`src/rtl/serial_sub_ctrl_pkg.sv`:
```
// Shared types and helpers for the bit-serial subtractor controller.
// Holds the FSM state encoding and the bit-counter width derivation.
package serial_sub_ctrl_pkg;

    typedef enum logic [1:0] {
        IDLE = 2'd0,
        RUN  = 2'd1,
        DONE = 2'd2
    } state_e;

    function automatic int cnt_width(input int w);
        return (w <= 2) ? 1 : $clog2(w);
    endfunction

endpackage

```
`src/rtl/serial_sub_ctrl_if.sv`:
```
// Request/result bundle between a requester and the serial subtractor.
// The requester drives start and operands; the controller returns status and result.
interface serial_sub_ctrl_if #(
    parameter int WIDTH = 8
);
    logic             start;
    logic [WIDTH-1:0] a;
    logic [WIDTH-1:0] b;
    logic             borrow_in;
    logic             busy;
    logic             done;
    logic [WIDTH-1:0] diff;
    logic             borrow_out;

    modport master (
        output start, a, b, borrow_in,
        input  busy, done, diff, borrow_out
    );

    modport slave (
        input  start, a, b, borrow_in,
        output busy, done, diff, borrow_out
    );
endinterface

```
`src/rtl/serial_sub_ctrl_full_subtractor.sv`:
```
// One-bit full subtractor: diff = a - b - b_in, borrow_out when that underflows.
// This is the single shared datapath cell used by the serial controller.
module full_subtractor (
    input  logic a,
    input  logic b,
    input  logic b_in,
    output logic diff,
    output logic borrow_out
);
    assign diff       = a ^ b ^ b_in;
    assign borrow_out = (~a & b) | (~(a ^ b) & b_in);
endmodule

```
`src/rtl/serial_sub_ctrl.sv`:
```
// Bit-serial WIDTH-bit subtractor: a - b - borrow_in, one bit per clock, LSB first.
// Start/busy/done handshake around a single shared full_subtractor cell.
module serial_sub_ctrl
    import serial_sub_ctrl_pkg::*;
#(
    parameter int WIDTH = 8
) (
    input  logic           clk,
    input  logic           rst,
    serial_sub_ctrl_if.slave bus
);
    localparam int CNT_W = cnt_width(WIDTH);
    localparam logic [CNT_W-1:0] CNT_LAST = CNT_W'(WIDTH - 1);

    state_e           state_q, state_d;
    logic [WIDTH-1:0] a_sh_q, a_sh_d;
    logic [WIDTH-1:0] b_sh_q, b_sh_d;
    logic [WIDTH-1:0] r_sh_q, r_sh_d;
    logic             brw_q, brw_d;
    logic [CNT_W-1:0] cnt_q, cnt_d;
    logic [WIDTH-1:0] diff_q, diff_d;
    logic             bo_q, bo_d;

    logic cell_diff;
    logic cell_bo;

    full_subtractor u_cell (
        .a          (a_sh_q[0]),
        .b          (b_sh_q[0]),
        .b_in       (brw_q),
        .diff       (cell_diff),
        .borrow_out (cell_bo)
    );

    always_ff @(posedge clk or posedge rst) begin
        if (rst) begin
            state_q <= IDLE;
            a_sh_q  <= '0;
            b_sh_q  <= '0;
            r_sh_q  <= '0;
            brw_q   <= 1'b0;
            cnt_q   <= '0;
            diff_q  <= '0;
            bo_q    <= 1'b0;
        end else begin
            state_q <= state_d;
            a_sh_q  <= a_sh_d;
            b_sh_q  <= b_sh_d;
            r_sh_q  <= r_sh_d;
            brw_q   <= brw_d;
            cnt_q   <= cnt_d;
            diff_q  <= diff_d;
            bo_q    <= bo_d;
        end
    end

    always_comb begin
        state_d = state_q;
        a_sh_d  = a_sh_q;
        b_sh_d  = b_sh_q;
        r_sh_d  = r_sh_q;
        brw_d   = brw_q;
        cnt_d   = cnt_q;
        diff_d  = diff_q;
        bo_d    = bo_q;
        case (state_q)
            RUN: begin
                // Result bits enter at the MSB so the LSB lands at bit 0 last.
                brw_d  = cell_bo;
                r_sh_d = (r_sh_q >> 1) | {cell_diff, {(WIDTH-1){1'b0}}};
                a_sh_d = a_sh_q >> 1;
                b_sh_d = b_sh_q >> 1;
                cnt_d  = cnt_q + 1'b1;
                if (cnt_q == CNT_LAST) begin
                    diff_d  = r_sh_d;
                    bo_d    = cell_bo;
                    state_d = DONE;
                end
            end
            DONE: begin
                state_d = IDLE;
            end
            default: begin
                if (bus.start) begin
                    a_sh_d  = bus.a;
                    b_sh_d  = bus.b;
                    brw_d   = bus.borrow_in;
                    cnt_d   = '0;
                    state_d = RUN;
                end
            end
        endcase
    end

    assign bus.busy       = (state_q != IDLE);
    assign bus.done       = (state_q == DONE);
    assign bus.diff       = diff_q;
    assign bus.borrow_out = bo_q;

endmodule

```
`src/flat_wrapper.sv`:
```
// flat-port wrapper written by rule: the top's interface ports become plain ports
module serial_sub_ctrl_flat import serial_sub_ctrl_pkg::*;
#(
    parameter int WIDTH = 8
)
  (clk, rst, bus_start, bus_a, bus_b, bus_borrow_in, bus_busy, bus_done, bus_diff, bus_borrow_out);
  serial_sub_ctrl_if #(.WIDTH(WIDTH)) bus_i ();
  input  logic clk;
  input  logic rst;
  input wire logic [$bits(bus_i.start)-1:0] bus_start;
  input wire logic [$bits(bus_i.a)-1:0] bus_a;
  input wire logic [$bits(bus_i.b)-1:0] bus_b;
  input wire logic [$bits(bus_i.borrow_in)-1:0] bus_borrow_in;
  output wire logic [$bits(bus_i.busy)-1:0] bus_busy;
  output wire logic [$bits(bus_i.done)-1:0] bus_done;
  output wire logic [$bits(bus_i.diff)-1:0] bus_diff;
  output wire logic [$bits(bus_i.borrow_out)-1:0] bus_borrow_out;
  assign bus_i.start = bus_start;
  assign bus_i.a = bus_a;
  assign bus_i.b = bus_b;
  assign bus_i.borrow_in = bus_borrow_in;
  assign bus_busy = bus_i.busy;
  assign bus_done = bus_i.done;
  assign bus_diff = bus_i.diff;
  assign bus_borrow_out = bus_i.borrow_out;
  serial_sub_ctrl #(.WIDTH(WIDTH)) u_core (.clk(clk), .rst(rst), .bus(bus_i));
endmodule
```
`config.mk`:
```
export PLATFORM = sky130hd
export DESIGN_NAME = serial_sub_ctrl_flat
export DESIGN_NICKNAME = d
export VERILOG_FILES = /design/src/rtl/serial_sub_ctrl_pkg.sv /design/src/rtl/serial_sub_ctrl_if.sv /design/src/rtl/serial_sub_ctrl_full_subtractor.sv /design/src/rtl/serial_sub_ctrl.sv /design/src/flat_wrapper.sv
export SDC_FILE = /design/constraint.sdc
export NUM_CORES = 1
export LEC_CHECK = 0
export CORE_MARGIN = 3
export CORE_UTILIZATION = 47
export DETAILED_ROUTE_END_ITERATION = 8
export PLACE_DENSITY = 0.75
export SLEW_MARGIN = 40
export SYNTH_ARGS = -nofsm -noshare
export SYNTH_HDL_FRONTEND = slang
export SYNTH_SLANG_ARGS = --single-unit
```
`constraint.sdc`:
```
create_clock -name clk -period 1.3 [get_ports clk]
set_input_delay 0.13 -clock clk [delete_from_list [all_inputs] [get_ports clk]]
set_output_delay 0.13 -clock clk [all_outputs]
set_load 0.02 [all_outputs]
```
== After elaboration in Yosys (flattened, before gate mapping) ==
Cells that the tools add are included.
W data, S select, Z words.

* Input port bits: 20
* Logic and storage cells: 39
* Bits in registers: 39
* Output and inout port bits: 11

* Bitwise logic cells: 9
* Eq/ne operators: 4
* Reductions and logical operators: 6
* Multiplexer cells: 11
* $add $sub $neg: 1

{| class="wikitable"
|+ Operator list
! kind !! count
|-
| $pmux W8 S2 || 2
|-
| $mux W8 || 2
|-
| $or A7 B8 Y8 || 1
|-
| $pmux W3 S2 || 1
|-
| $reduce_and A2 Y1 || 3
|-
| $mux W2 || 2
|-
| $pmux W2 S2 || 1
|-
| $reduce_bool A2 Y1 || 2
|-
| $add A3 B1 Y3 const B || 1
|-
| $eq A3 B3 Y1 const B || 1
|-
| $mux W3 || 1
|-
| $not A1 Y1 || 3
|-
| $reduce_bool A3 Y1 || 1
|-
| $and A1 B1 Y1 || 2
|-
| $eq A2 B1 Y1 const B || 1
|-
| $eq A2 B2 Y1 const B || 1
|-
| $ne A2 B1 Y1 const B || 1
|-
| $pmux W1 S2 || 1
|-
| $xor A1 B1 Y1 || 2
|-
| $mux W1 || 1
|-
| $or A1 B1 Y1 || 1
|}

== Depth between registers and ports, before layout ==
* Word-level depth: 5
* Mapped depth: 7
* Depth with buffers taken out: 5

== Modules after synthesis ==
Synthesis repeated with hierarchy kept, for this count alone.

* Cells, all modules: 151
* Area, all modules: 1751.7 um2

{| class="wikitable"
|+ Modules (own cells, without submodules)
! module !! area an instance (um2) !! instances !! seq. area each (um2) !! cells each
|-
| serial_sub_ctrl || 1720.4 || 1 || 950.9 || 147
|-
| full_subtractor || 31.3 || 1 || 0.0 || 4
|}

== Worst setup path before layout ==
Ideal clock, no wire load.

* Path kind: reg-to-reg
* Start: reg u_core.state_q[0]
* End: reg u_core.a_sh_q[6]
* Cell stages (with the launch flop): 7
* Required time: 1.163 ns
* Setup time: 0.137 ns
* Setup slack: -0.191 ns
* Arrival time: 1.354 ns
* Period minus slack after synthesis: 1.491 ns
* Path buffers: 1
* Cell sequence: dfrtp_1 -> inv_1 -> ha_1 -> buf_4 -> or3b_1 -> o21ai_1 -> a21oi_1

* Cells in the longest elaborated chain, start to end: 3
* Elaborated cells on any way between the ends: 6
* Those cells by class: eq/ne: 2; mux: 1; bitwise: 1; reduce/logical: 2

{| class="wikitable"
|+ RTL lines
! what !! line !! RTL
|-
| from (decl) || serial_sub_ctrl.sv:15 || <nowiki>state_e state_q, state_d;</nowiki>
|-
| from (signal assigned) || serial_sub_ctrl.sv:46 || <nowiki>state_q <= state_d;</nowiki>
|-
| $eq A2 B2 Y1 * || -- ||
|-
| named net bus_done || flat_wrapper.sv:15 || <nowiki>output wire logic [$bits(bus_i.done)-1:0] bus_done;</nowiki>
|-
| $not A1 Y1 (no line) || -- ||
|-
| $reduce_and A2 Y1 (no line) || -- ||
|-
| to (signal assigned) || serial_sub_ctrl.sv:47 || <nowiki>a_sh_q <= a_sh_d;</nowiki>
|-
| to (decl) || serial_sub_ctrl.sv:16 || <nowiki>logic [WIDTH-1:0] a_sh_q, a_sh_d;</nowiki>
|}

The timed path passes the listed nets; every way through them passes the cells marked *.
A chain may end at the register's enable or synchronous reset.

== Worst setup path in the final report ==
* Start: reg u_core.state_q[1]
* End: reg u_core.a_sh_q[6]

* Cells in the longest elaborated chain, start to end: 3
* Elaborated cells on any way between the ends: 6
* Those cells by class: eq/ne: 2; mux: 1; bitwise: 1; reduce/logical: 2

{| class="wikitable"
|+ RTL lines
! what !! line !! RTL
|-
| $eq A2 B1 Y1 or $eq A2 B2 Y1 (tied branches) || serial_sub_ctrl.sv:66 || <nowiki>case (state_q)</nowiki>
|-
| $reduce_bool A2 Y1 (no line) or $not A1 Y1 (tied branches) || -- ||
|-
| $reduce_and A2 Y1 (no line) || -- ||
|}

Several ways; a longest one is shown, not always the timed one.

==> results.toml <==
[sta]
timing.final.crit_share_pct = 110
fmax_mhz = 697
tightestPinTransition_ns = 0.270
finalSetupTns_ns = -1.87
finalHoldViolations = 0
rsz0062_at_grt = "yes"
fin_crit_ns = 1.44
slew_headroom_pct = 82.0
setup_viol = 36
slew_viol_final = 0
worst_slack_ns = -0.136
finalClockSkew_ns = 0.00929

[worst_setup_path]
critPathMaxFanout = 5
reg2reg_slack_ns = -0.14
worst-r2r-cell-count = 5
critPathCaptureType = "flip-flop"
critPathRequiredTime_ns = 1.49
r2r-end = "u_core.a_sh_q[6]"
critical_path_class = "flip-flop to flip-flop"
arrival_ns = 1.63
timing.rr.start = "u_core.state_q[1]"
startpoint_type = "flip-flop"

[routing]
drc = 0
met1_length_mm = 2.17
first_pass_iters = 4
num_vias = 1524
wl_met3_um = 381
avgRoutedWirePerCell_um = 22.8
top_layer_used = "met4"
drtIter0Drc = 124
routed_wl_mm = 5.74
drtAntennaViolNets = 0
routed_via_density = 6.05
dr_wl_met2_mm = 2.99

[layout]
mostFrequentLayoutCell = "dfrtp_1"
layout_common_cells = "dfrtp_1 (38), clkdlybuf4s50_1 (19), o22ai_2 (16)"
final_cell_area_sq_um = 2850
finalNetCount = 231
area.growth.synth_to_final_pct = 61.4
stdcell_count = 252
num_antenna_cells = 0
drive_above_1_share_pct = 51.0

[synth]
synth_top_area_cell = "dfrtp_1"
yosys-top-cells-area = "dfrtp_1 (54%), o22ai_1 (9.6%), mux2_4 (6.0%)"
yosysSeqAreaShare_pct = 53.9
synthCells = 149
synth-seq-cells = 38
syn_area_sq_um = 1770
synth_nets = 175
synth_cell_types = 28
avgSynthCellArea_sq_um = 11.8
synth_top_area_share_pct = 53.9
ys_warn_count = 0

[clock_tree]
clk_latency_ns = 0.31
htreeDepth = 2
cts_root_buffer = "clkbuf_8"
clk_pin_slew_ns = 0.08
clk_path_buf_depth = 2
cts_hold_buf = 0
cts_tree = "yes"
cts_buffers = 5
cts.sinks = 38

[die]
row_count = 21
die_w_um = 67.3
start_util_pct = 50.9
core_sq_um = 3470
die_height_um = 67.3
dieArea_sq_um = 4530
ios = 31

[global_routing]
grt_use_total_pct = 26.6
antenna_found_initial = 0
grt_pass1_vias = 1566
grt_pass1_wl_mm = 8.47
grt_max_degree = 39
overflow = 0

[placement]
placed_cell_area_sq_um = 2250
dp_hpwl_mm = 2.77
port_buffers = 30
dp_slack_ns = -0.207
gp_congestion = 0.840
dp_cells = 236

[pwr]
leakagePower_nw = 1.17
vdd_drop_max_uv = 1830
power_density_nw_per_um2 = 2370

[run]
cap_violations = 0

[worst_hold_path]
hold_class = "input port to async pin"

[outcome]
status = "complete, but fails checks"
violations = "negative setup slack"
[flip-flops by register name, summed over array words and instances, names as in the netlist]
register,cells
u_core.b_sh_q,8
u_core.bus.borrow_out,1
u_core.brw_q,1
u_core.a_sh_q,8
u_core.cnt_q,3
u_core.bus.diff,8
u_core.r_sh_q,7
u_core.state_q,2
[cell usage after synthesis, drive strengths merged]
cell	count
a21oi	16
nor4bb	1
inv	8
o22ai	27
clkbuf	1
a31oi	1
buf	9
a22o	2
nand2b	2
nor2	5
mux2i	1
or3b	1
mux2	15
dfrtp	38
o21ai	8
o211ai	1
fa	1
nand4	1
nor2b	1
nand2	5
ha	5
[layout make-up]
class	count	area (sq um)
inverter	8	40.0
fill	194	618
clock buffer	5	68.8
sequential	38	951
multi-input combinational	95	1090
timing repair buffer	57	606
clock inverter	3	40.0
tap	46	57.6
[how the worst max path moves through the flow]
| stage | end | slack, ns | from | depth (start not counted) |
|---|---|---|---|---|
| after global placement | u_core.bus.diff[6] | -0.14 | u_core.cnt_q[1] | 4 |
| after CTS | u_core.state_q[0] | -0.10 | u_core.state_q[0] | 6 |
| after floorplan | u_core.bus.diff[0] | -0.04 | u_core.state_q[1] | 5 |
| final | u_core.a_sh_q[6] | -0.14 | u_core.state_q[1] | 5 |
| after global routing | u_core.a_sh_q[6] | -0.19 | u_core.state_q[1] | 5 |
| after detailed placement | u_core.bus.diff[6] | -0.21 | u_core.cnt_q[1] | 4 |
[metal layers]
metal	vias up	GRT usage [%]
met1	765	32.0
met4	0	10.4
met3	20	7.65
met2	71	44.8
met5	-	0
li1	668	-
[critical path, cell delays in order (launching register included)]
cell     delay [ns]
dfrtp_1        0.43
ha_4           0.21
buf_12         0.14
or3b_1         0.36
o21ai_1        0.09
a21oi_1        0.09
[power breakdown]
| group | internal (mW) | switching [mW] |
|---|---|---|
| logic | 1.86 | 1.59 |
| clock network | 0.565 | 0.459 |
| registers | 1.71 | 0.569 |
[cell families after synthesis]
| family | after synthesis | share of synthesized area (%) |
|---|---|---|
| compound gates | 55 | 18.1 |
| flops | 38 | 53.9 |
| buf+inv | 18 | 6.52 |
| mux | 16 | 11.6 |
| simple gates | 16 | 5.17 |
| fa+ha+maj | 6 | 4.68 |
[metrics by stage]
step | utilization [%] | hold WS (ns) | power, mW
2_1_floorplan | - | 0.322 | 3.45
3_3_place_gp | 65.0 | 0.476 | 4.23
3_5_place_dp | 65.0 | 0.487 | 4.38
4_1_cts | 77.1 | 0.187 | 6.01
5_1_grt | 82.2 | 0.221 | 7.07
6_report | 82.2 | 0.169 | 6.75
[repair_timing]
action	CTS	global route
buffers inserted	4	1
gates resized for setup	70	36
endpoints found under the setup margin	47	40
hold endpoints to repair	0	0
pin swaps	15	6
gates cloned	3	0
(Power assumes the default switching activity.)
